### config.mk
export PLATFORM = sky130hd
export DESIGN_NAME = iter_divider
export DESIGN_NICKNAME = d
export VERILOG_FILES = /design/src/rtl/iter_divider.sv
export SDC_FILE = /design/constraint.sdc
export NUM_CORES = 1
export LEC_CHECK = 0
export ABC_AREA = 1
export BUFFER_PORTS_ARGS = -buffer_cell sky130_fd_sc_hd__buf_2
export CAP_MARGIN = 20
export CELL_PAD_IN_SITES_DETAIL_PLACEMENT = 2
export CELL_PAD_IN_SITES_GLOBAL_PLACEMENT = 2
export CORE_AREA = 3 3 212 214
export DETAILED_ROUTE_END_ITERATION = 6
export DIE_AREA = 0 0 215 217
export PLACE_DENSITY_LB_ADDON = 0.1
export SLEW_MARGIN = 20
export SYNTH_ARGS = -nofsm -noshare
export SYNTH_HDL_FRONTEND = slang
export SYNTH_SLANG_ARGS = --single-unit
### constraint.sdc
create_clock -name clk -period 5.35 [get_ports clk]
set_clock_uncertainty 0.1 [all_clocks]
set_input_delay 0.2675 -clock clk [delete_from_list [all_inputs] [get_ports clk]]
set_output_delay 0.2675 -clock clk [all_outputs]
set_load 0.01 [all_outputs]
### src/rtl/iter_divider.sv
// Multi-cycle radix-2 restoring divider for DIV.W/DIVU.W/MOD.W/MOD.WU.
// Handshake: the requester raises div and holds it high until complete.
// complete pulses for one cycle, and s/r are valid in that cycle.
// Dropping div while the divider is busy aborts the operation; no complete follows.
// s/r then keep their previous values.
module iter_divider #(
  parameter int WIDTH = 32
) (
  input  logic             clk,
  input  logic             reset,
  input  logic             div,
  input  logic             div_signed,
  input  logic [WIDTH-1:0] x,
  input  logic [WIDTH-1:0] y,
  output logic [WIDTH-1:0] s,
  output logic [WIDTH-1:0] r,
  output logic             complete,
  output logic             busy,
  output logic [1:0]       state_dbg
);

  localparam int CW = (WIDTH > 1) ? $clog2(WIDTH) : 1;
  localparam logic [CW-1:0] LAST = CW'(WIDTH - 1);

  typedef enum logic [1:0] {
    IDLE = 2'd0,
    BUSY = 2'd1,
    DONE = 2'd2
  } state_t;

  state_t          state_q;
  logic [WIDTH-1:0] ay_q;
  logic [WIDTH-1:0] rem_q;
  logic [WIDTH-1:0] quo_q;
  logic            sx_q;
  logic            sy_q;
  logic            sgn_q;
  logic [CW-1:0]   count_q;
  logic [WIDTH-1:0] s_q;
  logic [WIDTH-1:0] r_q;
  logic            complete_q;
  logic            busy_q;

  logic [WIDTH:0]   shifted_d;
  logic [WIDTH:0]   trial_d;
  logic             fits_d;
  logic [WIDTH-1:0] rem_d;
  logic [WIDTH-1:0] quo_d;
  logic [WIDTH-1:0] ax_d;
  logic [WIDTH-1:0] ay_d;
  logic [WIDTH-1:0] s_d;
  logic [WIDTH-1:0] r_d;

  // One restoring step, operand magnitudes and final sign correction.
  // quo_q starts out holding |x|; its MSBs shift into rem as quotient bits shift in.
  always_comb begin
    shifted_d = {rem_q, quo_q[WIDTH-1]};
    trial_d   = shifted_d - {1'b0, ay_q};
    fits_d    = (shifted_d >= {1'b0, ay_q});
    rem_d     = fits_d ? trial_d[WIDTH-1:0] : shifted_d[WIDTH-1:0];
    quo_d     = {quo_q[WIDTH-2:0], fits_d};
    ax_d      = (div_signed && x[WIDTH-1]) ? (~x + WIDTH'(1)) : x;
    ay_d      = (div_signed && y[WIDTH-1]) ? (~y + WIDTH'(1)) : y;
    s_d       = (sgn_q && (sx_q ^ sy_q)) ? (~quo_d + WIDTH'(1)) : quo_d;
    r_d       = (sgn_q && sx_q) ? (~rem_d + WIDTH'(1)) : rem_d;
  end

  // Control FSM and datapath registers; all outputs are registered.
  always_ff @(posedge clk or posedge reset) begin
    if (reset) begin
      state_q    <= IDLE;
      ay_q       <= '0;
      rem_q      <= '0;
      quo_q      <= '0;
      sx_q       <= 1'b0;
      sy_q       <= 1'b0;
      sgn_q      <= 1'b0;
      count_q    <= '0;
      s_q        <= '0;
      r_q        <= '0;
      complete_q <= 1'b0;
      busy_q     <= 1'b0;
    end else begin
      case (state_q)
        IDLE: begin
          complete_q <= 1'b0;
          if (div) begin
            quo_q   <= ax_d;
            ay_q    <= ay_d;
            sx_q    <= div_signed & x[WIDTH-1];
            sy_q    <= div_signed & y[WIDTH-1];
            sgn_q   <= div_signed;
            rem_q   <= '0;
            count_q <= '0;
            busy_q  <= 1'b1;
            state_q <= BUSY;
          end
        end
        BUSY: begin
          if (!div) begin
            // Flush: discard the partial result and leave s/r untouched.
            busy_q  <= 1'b0;
            state_q <= IDLE;
          end else begin
            rem_q   <= rem_d;
            quo_q   <= quo_d;
            count_q <= count_q + CW'(1);
            if (count_q == LAST) begin
              s_q        <= s_d;
              r_q        <= r_d;
              complete_q <= 1'b1;
              state_q    <= DONE;
            end
          end
        end
        DONE: begin
          complete_q <= 1'b0;
          busy_q     <= 1'b0;
          state_q    <= IDLE;
        end
        default: begin
          complete_q <= 1'b0;
          busy_q     <= 1'b0;
          state_q    <= IDLE;
        end
      endcase
    end
  end

  assign s         = s_q;
  assign r         = r_q;
  assign complete  = complete_q;
  assign busy      = busy_q;
  assign state_dbg = state_q;

endmodule

# [After elaboration in Yosys (flattened, before gate mapping)]
# Index checks and enable logic that the tools add are counted.
[classes] n_addsub=6 n_mul=0 div=0 n_lt_le_gt_ge=1 n_eq_ne=7 shifts=0 mux=24 bitwise_logic=7 n_reduce_logical=12
[op_table] cell="$mux 32" n=9
[op_table] cell="$add 32x1->32 const B" n=4
[op_table] cell="$not 32->32" n=4
[op_table] cell="$pmux 32 s2" n=2
[op_table] cell="$ge 33x32->1" n=1
[op_table] cell="$sub 32x32->32" n=1
[op_table] cell="$mux 5" n=2
[op_table] cell="$pmux 5 s2" n=1
[op_table] cell="$ne 2x2->1 const B" n=4
[op_table] cell="$reduce_and 2->1" n=4
[op_table] cell="$mux 2" n=3
[op_table] cell="$reduce_and 3->1" n=2
[op_table] cell="$add 5x1->5 const B" n=1
[op_table] cell="$eq 5x5->1 const B" n=1
[op_table] cell="$mux 1" n=5
[op_table] cell="$logic_and 1x1->1" n=4
[op_table] cell="$pmux 2 s2" n=1
[op_table] cell="$ne 3x3->1 const B" n=1
[op_table] cell="$and 1x1->1" n=2
[op_table] cell="$eq 2x1->1 const B" n=1
[op_table] cell="$logic_not 2->1" n=1
[op_table] cell="$pmux 1 s2" n=1
[op_table] cell="$reduce_bool 2->1" n=1
[op_table] cell="$xor 1x1->1" n=1
[word_totals] ff_bits=172 latchBits=0 mem_bits_rw=0 mem_bits_ro=0 input_bits=68 output_inout_bits=68 elab_cells=69 n_memories=0

# [Logic depth before layout (Yosys ltp)]
# Gate-level depths: netlist (run 1).
[logic_depth] depth_word=5 ltp_mapped=29 mapped_depth_nobuf=29

# [Worst setup path after synthesis (run 1)]
# No wires, ideal clock.
[synth_timing] path_type="register -> register" from="reg rem_q[23]" to="reg s_q[30], in the netlist s[30]" setup_ns=0.117 arrival_time_ns=3.234 required_ns=5.133 setup_slack_ns=1.899 path_stages_with_launch=27 path_buffers=0 period_less_slack_ns=3.451 path_cell_list="dfrtp_1 > ha_1 > nand2_1 > inv_1 > nand2_1 > nand2_1 > a21oi_2 > nor2_2 > nor2_8 > nand2_8 > inv_2 > ha_1 > nand2_1 > nor2_1 > nand2_1 > nor2_1 > nand4_1 > nor4_1 > nand3_1 > nor2_1 > nand3_1 > nor2_1 > nand3_1 > nand2_1 > nand2_1 > nand3_1 > nand2_1"
[synth_via] elab_chain_len=4
[synth_lines] item="start, declared" line="33" rtl="logic [WIDTH-1:0] rem_q;"
[synth_lines] item="start signal, assigned" line="105" rtl="rem_q <= rem_d;"
[synth_lines] item="$ge 33x32->1" line="59" rtl="fits_d = (shifted_d >= {1'b0, ay_q});"
[synth_lines] item="$not 32->32" line="64" rtl="s_d = (sgn_q && (sx_q ^ sy_q)) ? (~quo_d + WIDTH'(1)) : quo_d;"
[synth_lines] item="$add 32x1->32" line="64"
[synth_lines] item="$mux 32" line="64"
[synth_lines] item="end signal, assigned" line="79" rtl="s_q <= '0;"
[synth_lines] item="end signal, assigned" line="109" rtl="s_q <= s_d;"
[synth_lines] item="end, declared" line="39" rtl="logic [WIDTH-1:0] s_q;"
# No other way between the ends.
# A chain may end at the register's enable or synchronous reset.

# [Worst setup path after layout (run 1)]
[layout_timing] from="reg rem_q[23]" to="reg s_q[28], in the netlist s[28]"
# The elaborated chain is that of the path after synthesis.

==> results of run 1 <==
-- cell type report --
class | instances | share of cell area
clock buffer | 17 | 0.02869
clock inverter | 15 | 0.01173
inverter | 262 | 0.06667
multi-input combinational | 1485 | 0.4930
sequential | 172 | 0.2903
tap | 585 | 0.04937
timing repair buffer | 159 | 0.06025
-- metal layers --
metal | vias to the layer above | routed length, um | track usage
li1 | 6455 | - | -
met1 | 6587 | 23780 | 0.2922
met2 | 159 | 27360 | 0.4237
met3 | 66 | 1486 | 0.03407
met4 | 0 | 1638 | 0.08989
met5 | - | 0 | 0
-- cell families (layout without fill, tap and decap cells) --
| logic type | after synthesis | after routing | share of synthesized area |
|---|---|---|---|
| simple gates | 1099 | 1099 | 0.3593 |
| fa+ha+maj | 39 | 39 | 0.03853 |
| compound gates | 247 | 247 | 0.1018 |
| buf+inv | 322 | 453 | 0.09740 |
| flops | 172 | 172 | 0.3347 |
| xor+xnor | 99 | 99 | 0.06743 |
| mux | 1 | 1 | 0.0007785 |
-- through the flow --
step | util | setup WS (ns) | area, um2 | std cells | total power [mW]
5_1_grt | 0.3442 | 0.1154 | 14830 | 2695 | 8.443
3_3_place_gp | 0.3280 | 0.9535 | 14130 | 2653 | 6.312
6_report | 0.3442 | 0.6761 | 14830 | 2695 | 7.709
3_5_place_dp | 0.3280 | 0.7371 | 14130 | 2653 | 6.437
4_1_cts | 0.3442 | 0.7253 | 14830 | 2695 | 7.820
2_1_floorplan | - | 0.3224 | 12860 | 1979 | 4.829
-- synthesized netlist by cell type, drive strengths merged --
cell type,number,area [um2]
a21o,1,7.510
a21oi,62,314.1
a22o,2,17.52
a22oi,1,7.510
a31oi,2,12.51
and2,3,18.77
and3,1,6.260
buf,14,96.33
clkbuf,46,172.7
clkinv,5,18.77
dfrtp,172,4304
fa,1,20.02
ha,38,475.5
inv,257,964.7
mux2i,1,10.01
nand2,693,2673
nand3,150,780.8
nand3b,8,60.06
nand4,17,106.4
nor2,193,775.7
nor3,24,136.4
nor3b,1,7.510
nor4,4,25.02
o211ai,3,22.52
o21a,1,7.510
o21ai,161,820.8
o21bai,1,7.510
o221ai,2,17.52
o22ai,7,43.79
o31ai,4,30.03
or2,5,31.28
xnor2,16,140.1
xor2,83,727.0
-- power groups by stage --
stage	sequential [mW]	clock (mW)	combinational, mW
2_1_floorplan	1.61	0	3.22
3_3_place_gp	1.69	0	4.62
3_5_place_dp	1.70	0	4.74
4_1_cts	1.68	1.36	4.79
5_1_grt	1.70	1.40	5.35
6_report	1.67	1.31	4.73
-- state kept, by name (all words and copies together), names as in the netlist --
| signal | cells |
|---|---|
| s | 32 |
| count_q | 5 |
| quo_q | 32 |
| sy_q | 1 |
| rem_q | 32 |
| ay_q | 32 |
| r | 32 |
| sgn_q | 1 |
| sx_q | 1 |
| busy | 1 |
| complete | 1 |
| state_dbg | 2 |
-- worst max path at each step --
stage | end | slack, ns | cells after the start
after global placement | s[30]$_DFFE_PP0P_ | 0.95 | 26
after global routing | s[28]$_DFFE_PP0P_ | 0.12 | 26
after detailed placement | s[28]$_DFFE_PP0P_ | 0.74 | 26
after CTS | s[28]$_DFFE_PP0P_ | 0.73 | 26
after floorplan | ay_q[0]$_DFFE_PP0P_ | 0.32 | 1
final | s[28]$_DFFE_PP0P_ | 0.68 | 26
-- tightest hold or removal path, cell delays in order --
cell     delay [ns]
buf_2          0.13
xor2_1         0.08
o21ai_0        0.12
==> results.py, run 1 <==
metrics = {
    "power_and_ir_drop": {
        "ir_drop_mv": 0.2734,
        "switchingPower_mw": 4.322,
        "power_density_nw_per_um2": 520.0,
        "power_leakage_nw": 7.891,
        "power.internal_mw": 3.387,
        "seq_power_share": 0.217,
        "switching_share": 0.5607,
        "clkPwrFrac": 0.170,
        "pwr-share-comb": 0.613,
    },
    "critical_path": {
        "cpPeakStageDelay_ns": 0.44,
        "r2r_start": "rem_q[23]$_DFFE_PP0P_",
        "r2r_end": "s[28]$_DFFE_PP0P_",
        "cp_max_fo": 26,
        "worstPathArrival_ns": 4.96,
        "start_kind": "register",
        "crit_type": "reg -> reg",
        "timing.reg2reg.setup_slack_ns": 0.68,
        "worstPathBufferInverterCount": 2,
        "critPathCaptureType": "register",
        "critical-path-top-delay-family": "simple AND/OR/NAND/NOR gates",
        "slowest_stage": "dfrtp_1",
        "cpMostUsedCell": "nand2_1",
        "crit_start": "rem_q[23]$_DFFE_PP0P_",
        "worstPathRequired_ns": 5.64,
        "r2r_cells": 26,
    },
    "yosys": {
        "netlist_instances": 1979,
        "synth_seq_cells": 172,
        "yosys_warnings": 0,
        "yosysUniqueCellTypes": 53,
        "syn_nets": 2086,
        "synth_area_per_cell_um2": 6.498,
        "synth_seq_area_share": 0.3347,
        "synth_area_um2": 12860,
    },
    "die": {
        "die-area_um2": 46660,
        "chipHeight_um": 217,
        "initial_core_util": 0.2985,
        "coreArea_um2": 43080,
        "rows": 76,
        "die_x_um": 215,
        "io_pins": 136,
    },
    "clock_network": {
        "clkSinkCount": 172,
        "htreeDepth": 4,
        "clockRootBuffer": "clkbuf_16",
        "cts-hold-fix-buffers": 10,
        "clockBufferDepth": 2,
        "clk_latency_ns": 0.50,
        "post_cts_resized": 0,
        "clk_pin_slew_ns": 0.08,
        "cts_buffers": 17,
        "cts_tree": "done",
        "postCtsSetupRepairBufs": 0,
    },
    "layout": {
        "layout.cells.most_common": "nand2_1",
        "nets": 2204,
        "multi_input_area_um2": 7310,
        "area_delta_synth_final_pct": 15.31,
        "regArea_um2": 4304,
        "mostFrequentLayoutCells": "675 x nand2_1, 246 x inv_1, 182 x nor2_1",
        "num-fill-cells": 5358,
        "antenna_cells": 0,
        "drive_above_1_share": 0.1100,
    },
    "worst_hold_path": {
        "worstHoldPathCells": 3,
        "hold_end": "ay_q[6]$_DFFE_PP0P_",
        "hp-start": "y[6]",
        "hp-class": "in -> reg",
    },
    "sta": {
        "worst_pin_slew_ns": 1.006,
        "setup_viol": 0,
        "relSlewSlack": 0.3255,
        "period_needed_ns": 4.674,
        "finalCritPeriodShare": 0.8736,
        "setup-tns-final_ns": 0,
        "hold_violations": 0,
        "holdWs_ns": 0.03391,
        "finalMaxSlewViolations": 0,
        "rsz0062_at_grt": "false",
        "max_freq_mhz": 214.0,
    },
    "detailed_routing": {
        "final_antenna_net_count": 0,
        "wl_um": 54270,
        "vias_per_cell": 4.923,
        "drtIter0Drc": 718,
        "wire_per_inst_um": 20.14,
        "drc_errors": 0,
        "drt_pass1_iterations": 5,
        "vias": 13270,
    },
    "placement": {
        "routabilityCongestion": 0.9011,
        "dp_hpwl_um": 43490,
        "port-buffer-count": 135,
    },
    "grt": {
        "grt_pass1_wl_um": 85330,
        "grt_max_degree": 96,
        "grt_pass1_vias": 14660,
        "grt_usage": 0.2380,
        "grt_overflow_total": 0,
        "antenna_found_initial": 0,
    },
    "run": {
        "max_cap_violations": 0,
    },
    "status": {
        "outcome": "completed",
    },
}
(Power assumes the default switching activity.)
==> inputs of run 2 (changes only) <==
--- a/config.mk
+++ b/config.mk
@@ -8,11 +8,11 @@
 export ABC_AREA = 1
 export BUFFER_PORTS_ARGS = -buffer_cell sky130_fd_sc_hd__buf_2
 export CAP_MARGIN = 20
-export CELL_PAD_IN_SITES_DETAIL_PLACEMENT = 2
-export CELL_PAD_IN_SITES_GLOBAL_PLACEMENT = 2
-export CORE_AREA = 3 3 212 214
+export CELL_PAD_IN_SITES_DETAIL_PLACEMENT = 1
+export CELL_PAD_IN_SITES_GLOBAL_PLACEMENT = 1
+export CORE_AREA = 3 3 186 188
 export DETAILED_ROUTE_END_ITERATION = 6
-export DIE_AREA = 0 0 215 217
+export DIE_AREA = 0 0 189 191
 export PLACE_DENSITY_LB_ADDON = 0.1
 export SLEW_MARGIN = 20
 export SYNTH_ARGS = -nofsm -noshare
==> constraint.sdc (replaced) <==
create_clock -name clk -period 3.85 [get_ports clk]
set_clock_uncertainty 0.1 [all_clocks]
set_input_delay 0.1925 -clock clk [delete_from_list [all_inputs] [get_ports clk]]
set_output_delay 0.1925 -clock clk [all_outputs]
set_load 0.01 [all_outputs]
==> run 2 against run 1 <==
Against the previous run: fmax is 28% higher; critical endpoint is now s[18]$_DFFE_PP0P_; largest cell class unchanged; register-to-register slack worse by 0.48 ns; non-clock buffer count is 74 higher; via count is 3.3% higher.
==> results.py, run 2 (synthesis results as in run 1) <==
metrics = {
    "clock_network": {
        "cts_tree": "done",
        "clockRootBuffer": "clkbuf_16",
        "clkSinkCount": 172,
        "clockBufferDepth": 2,
        "htreeDepth": 4,
        "clk_pin_slew_ns": 0.08,
        "clk_latency_ns": 0.46,
        "cts_buffers": 17,
    },
    "layout": {
        "nets": 2278,
        "antenna_cells": 0,
        "utilization": 0.4736,
        "drive_above_1_share": 0.1864,
        "area_delta_synth_final_pct": 22.57,
        "design_area_um2": 15760,
        "fin_cells": 2632,
        "mostFrequentLayoutCells": "647 x nand2_1, 218 x inv_1, 176 x nor2_1",
        "layout.cells.most_common": "nand2_1",
    },
    "grt": {
        "grt_pass1_vias": 14300,
        "grt_max_degree": 91,
        "antenna_found_initial": 1,
        "grt_usage": 0.2848,
        "grt_overflow_total": 0,
        "grt_pass1_wl_um": 79550,
    },
    "critical_path": {
        "worstPathRequired_ns": 4.08,
        "cp_max_fo": 5,
        "critical-path-top-delay-family": "simple AND/OR/NAND/NOR gates",
        "start_kind": "register",
        "critical_path_depth": 26,
        "cpPeakStageDelay_ns": 0.43,
        "critPathCaptureType": "register",
        "crit_type": "reg -> reg",
        "worstPathArrival_ns": 3.88,
        "worstPathBufferInverterCount": 6,
        "r2r_cells": 26,
        "slowest_stage": "dfrtp_1",
    },
    "detailed_routing": {
        "drtIter0Drc": 690,
        "final_antenna_net_count": 0,
        "vias": 13710,
        "wl_um": 51630,
        "drt_pass1_iterations": 5,
        "drc_errors": 0,
        "wire_per_inst_um": 19.62,
        "vias_per_cell": 5.209,
    },
    "die": {
        "initial_core_util": 0.3864,
        "die_x_um": 189,
        "coreArea_um2": 33280,
        "rows": 67,
        "io_pins": 136,
        "die-area_um2": 36100,
        "chipHeight_um": 191,
    },
    "sta": {
        "max_freq_mhz": 273.7,
        "period_needed_ns": 3.653,
        "worst_pin_slew_ns": 0.8711,
        "setup-tns-final_ns": 0,
        "finalMaxSlewViolations": 0,
        "worst_slack_ns": 0.1966,
        "hold_violations": 0,
        "relSlewSlack": 0.4157,
        "finalCritPeriodShare": 0.9489,
        "setup_viol": 0,
        "holdWs_ns": 0.01944,
    },
    "run": {
        "max_cap_violations": 0,
    },
    "placement": {
        "routabilityCongestion": 0.9570,
        "placed_area_um2": 14350,
        "dp_hpwl_um": 39970,
        "placed_cells": 2569,
        "port-buffer-count": 135,
        "preCtsSetupSlack_ns": -0.1500,
    },
    "status": {
        "outcome": "completed",
    },
    "power_and_ir_drop": {
        "power_density_nw_per_um2": 752.0,
        "ir_drop_mv": 0.4500,
        "power_leakage_nw": 8.249,
        "p_total_mw": 11.85,
    },
    "worst_hold_path": {
        "worstHoldPathCells": 3,
        "hp-class": "in -> reg",
    },
}
## run 2: final timing paths
check | from | endpoint | slack (ns)
setup / recovery | rem_q[22]$_DFFE_PP0P_ | s[18]$_DFFE_PP0P_ | 0.20
hold / removal | y[29] | ay_q[29]$_DFFE_PP0P_ | 0.02
setup reg to reg | rem_q[22]$_DFFE_PP0P_ | s[18]$_DFFE_PP0P_ | 0.20
hold reg to reg | r[23]$_DFFE_PP0P_ | r[23]$_DFFE_PP0P_ | 0.38
max in group asynchronous | reset | quo_q[13]$_DFFE_PP0P_ | 2.23
min in group asynchronous | reset | r[30]$_DFFE_PP0P_ | 0.26
## run 2: layout make-up
type	instances	area (um2)
inverters	262	989.7
clock inverters	13	177.7
clock buffers	19	442.9
fillers	4456	17520
repair buffers	233	1449
flip-flops and latches	172	4308
multi-input cells	1485	7834
well taps	448	560.5
## run 2: timing repair
item,CTS,global route
endpoints found under the setup margin,4,9
pin swaps,5,22
buffers inserted,7,14
hold buffers,10,0
hold endpoints to repair,34,0
gates resized for setup,13,101
## run 2: tightest hold or removal path: stages
cell and delay [ns]:
buf_2 0.10, xnor2_1 0.10, o21ai_0 0.14
## run 2: where the power goes
group,switching [mW],total [mW],internal [mW]
Clock,0.894,1.90,1.01
Combinational,5.04,7.59,2.55
Sequential,0.315,2.36,2.05
Total,6.25,11.9,5.61
## run 2: per-layer routing
| layer | part of all wire | vias up | track usage |
|---|---|---|---|
| li1 | - | 6589 | - |
| met1 | 0.42 | 6708 | 0.3476 |
| met2 | 0.49 | 296 | 0.4975 |
| met3 | 0.033 | 117 | 0.03558 |
| met4 | 0.051 | 0 | 0.1398 |
| met5 | 0 | - | 0 |
==> inputs of run 3 (changes only) <==
--- a/config.mk
+++ b/config.mk
@@ -10,9 +10,9 @@
 export CAP_MARGIN = 20
 export CELL_PAD_IN_SITES_DETAIL_PLACEMENT = 1
 export CELL_PAD_IN_SITES_GLOBAL_PLACEMENT = 1
-export CORE_AREA = 3 3 186 188
+export CORE_AREA = 2 2 185 187
 export DETAILED_ROUTE_END_ITERATION = 6
-export DIE_AREA = 0 0 189 191
+export DIE_AREA = 0 0 187 189
 export PLACE_DENSITY_LB_ADDON = 0.1
 export SLEW_MARGIN = 20
 export SYNTH_ARGS = -nofsm -noshare
==> run 3 against run 2 <==
Against the previous run: first-iteration DRC count rose by 0.43%; global-route usage increased by 0.33 points; clock power down 7%; sequential share of layout area increased by 0.18 points; largest cell class unchanged; sequential power barely moved; fmax increased by 3.5%.
==> results.py, run 3 (synthesis results as in run 1) <==
metrics = {
    "grt": {
        "antenna_found_initial": 3,
        "grt_usage": 0.2881,
        "grt_pass1_vias": 14130,
        "grt_pass1_wl_um": 78520,
        "grt_overflow_total": 0,
        "grt_max_degree": 96,
    },
    "placement": {
        "preCtsSetupSlack_ns": -0.1037,
        "port-buffer-count": 135,
        "routabilityCongestion": 0.9317,
        "placed_area_um2": 14410,
        "dp_hpwl_um": 39710,
    },
    "clock_network": {
        "clockBufferDepth": 2,
        "clk_pin_slew_ns": 0.08,
        "cts_tree": "done",
        "clkSinkCount": 172,
        "htreeDepth": 4,
        "clk_latency_ns": 0.47,
        "cts_buffers": 17,
        "clockRootBuffer": "clkbuf_16",
    },
    "power_and_ir_drop": {
        "switchingPower_mw": 6.062,
        "p_total_mw": 11.49,
        "power_density_nw_per_um2": 733.4,
        "switching_share": 0.5277,
        "power_leakage_nw": 8.187,
        "seq_power_share": 0.206,
        "clkPwrFrac": 0.153,
        "power.internal_mw": 5.425,
        "pwr-share-comb": 0.641,
        "ir_drop_mv": 0.4597,
    },
    "die": {
        "io_pins": 136,
        "die-area_um2": 35340,
        "coreArea_um2": 33280,
        "chipHeight_um": 189,
        "initial_core_util": 0.3864,
        "rows": 67,
        "die_x_um": 187,
    },
    "sta": {
        "worst_pin_slew_ns": 0.8850,
        "max_freq_mhz": 283.2,
        "setup_viol": 0,
        "worst_slack_ns": 0.3189,
        "finalMaxSlewViolations": 0,
        "relSlewSlack": 0.4088,
        "holdWs_ns": 0.03078,
        "hold_violations": 0,
        "period_needed_ns": 3.531,
        "finalCritPeriodShare": 0.9172,
    },
    "detailed_routing": {
        "wl_um": 50300,
        "drt_pass1_iterations": 5,
        "drc_errors": 0,
        "vias_per_cell": 5.162,
        "wire_per_inst_um": 19.17,
        "final_antenna_net_count": 0,
        "drtIter0Drc": 693,
        "vias": 13550,
    },
    "layout": {
        "utilization": 0.4706,
        "nets": 2270,
        "area_delta_synth_final_pct": 21.81,
        "layout.cells.most_common": "nand2_1",
        "mostFrequentLayoutCells": "653 x nand2_1, 226 x inv_1, 177 x nor2_1",
        "drive_above_1_share": 0.1747,
        "design_area_um2": 15660,
        "num-fill-cells": 4464,
    },
    "critical_path": {
        "cp_max_fo": 14,
        "start_kind": "register",
        "crit_type": "reg -> reg",
        "critPathCaptureType": "register",
        "worstPathArrival_ns": 3.79,
        "worstPathRequired_ns": 4.11,
    },
    "run": {
        "max_cap_violations": 0,
    },
    "status": {
        "outcome": "completed",
    },
    "worst_hold_path": {
        "hp-class": "in -> reg",
    },
}
==> run 3: final timing paths <==
check | startpoint | endpoint | slack, ns | depth (start not counted)
max | rem_q[19]$_DFFE_PP0P_ | r[23]$_DFFE_PP0P_ | 0.32 | 21
min | y[16] | ay_q[16]$_DFFE_PP0P_ | 0.03 | 3
max reg2reg | rem_q[19]$_DFFE_PP0P_ | r[23]$_DFFE_PP0P_ | 0.32 | 21
min reg2reg | r[17]$_DFFE_PP0P_ | r[17]$_DFFE_PP0P_ | 0.38 | 2
max in group asynchronous | reset | s[8]$_DFFE_PP0P_ | 2.40 | 4
min in group asynchronous | reset | r[21]$_DFFE_PP0P_ | 0.35 | 3
==> run 3: metal layers <==
layer / wire [um] / track usage / up-vias
met5: 25 / 0 / -
met4: 2294 / 0.1371 / 4
met3: 1855 / 0.04208 / 93
met2: 25060 / 0.5152 / 265
met1: 21060 / 0.3399 / 6597
li1: - / - / 6587
==> run 3: worst max-delay path: stages, from the launching register on <==
cell     delay, ns
dfrtp_1       0.43
ha_4          0.31
nand2_1       0.08
buf_4         0.15
nor2_1        0.26
nand2_1       0.14
nor2_1        0.22
nand2_4       0.10
nand2_8       0.07
buf_4         0.25
buf_4         0.20
nand2_2       0.06
nand2_2       0.12
nand2_1       0.09
nor2_1        0.11
nand2_1       0.11
nor2_2        0.25
nand2_1       0.14
nand2_1       0.08
nand2_1       0.05
nand3_1       0.06
nand2_1       0.05
==> run 3: stage by stage <==
step                std cells  setup TNS [ns]
finish                   2624               0
global route             2623        -0.05459
CTS                      2620               0
detailed placement       2573         -0.1669
global placement         2573               0
floorplan                1979               0
==> run 3: final cells by class <==
cell class	count	area [um2]	area share
Inverter	262	989.7	0.06319
Sequential cell	172	4309	0.2751
Timing Repair Buffer	225	1430	0.09131
Multi-Input combinational cell	1485	7804	0.4982
Clock inverter	11	100.1	0.006391
Clock buffer	20	466.7	0.02980
Antenna cell	1	2.502	0.0001598
Tap cell	448	560.5	0.03579
==> run 3: power by group through the flow <==
stage          Clock, mW  Combinational, mW  Sequential [mW]
3_3_place_gp           0               6.76             2.32
5_1_grt             1.85               8.16             2.38
3_5_place_dp           0               6.86             2.33
6_report            1.76               7.36             2.36
2_1_floorplan          0               4.48             2.23
4_1_cts             1.80               7.16             2.34
==> run 3: repair_timing <==
action / 4_1_cts / 5_1_grt
endpoints found under the setup margin: 4 / 10
gates resized for setup: 44 / 54
hold buffers: 15 / 0
setup buffers: 1 / 3
endpoints found under the hold margin: 46 / 0
pin swaps: 8 / 10
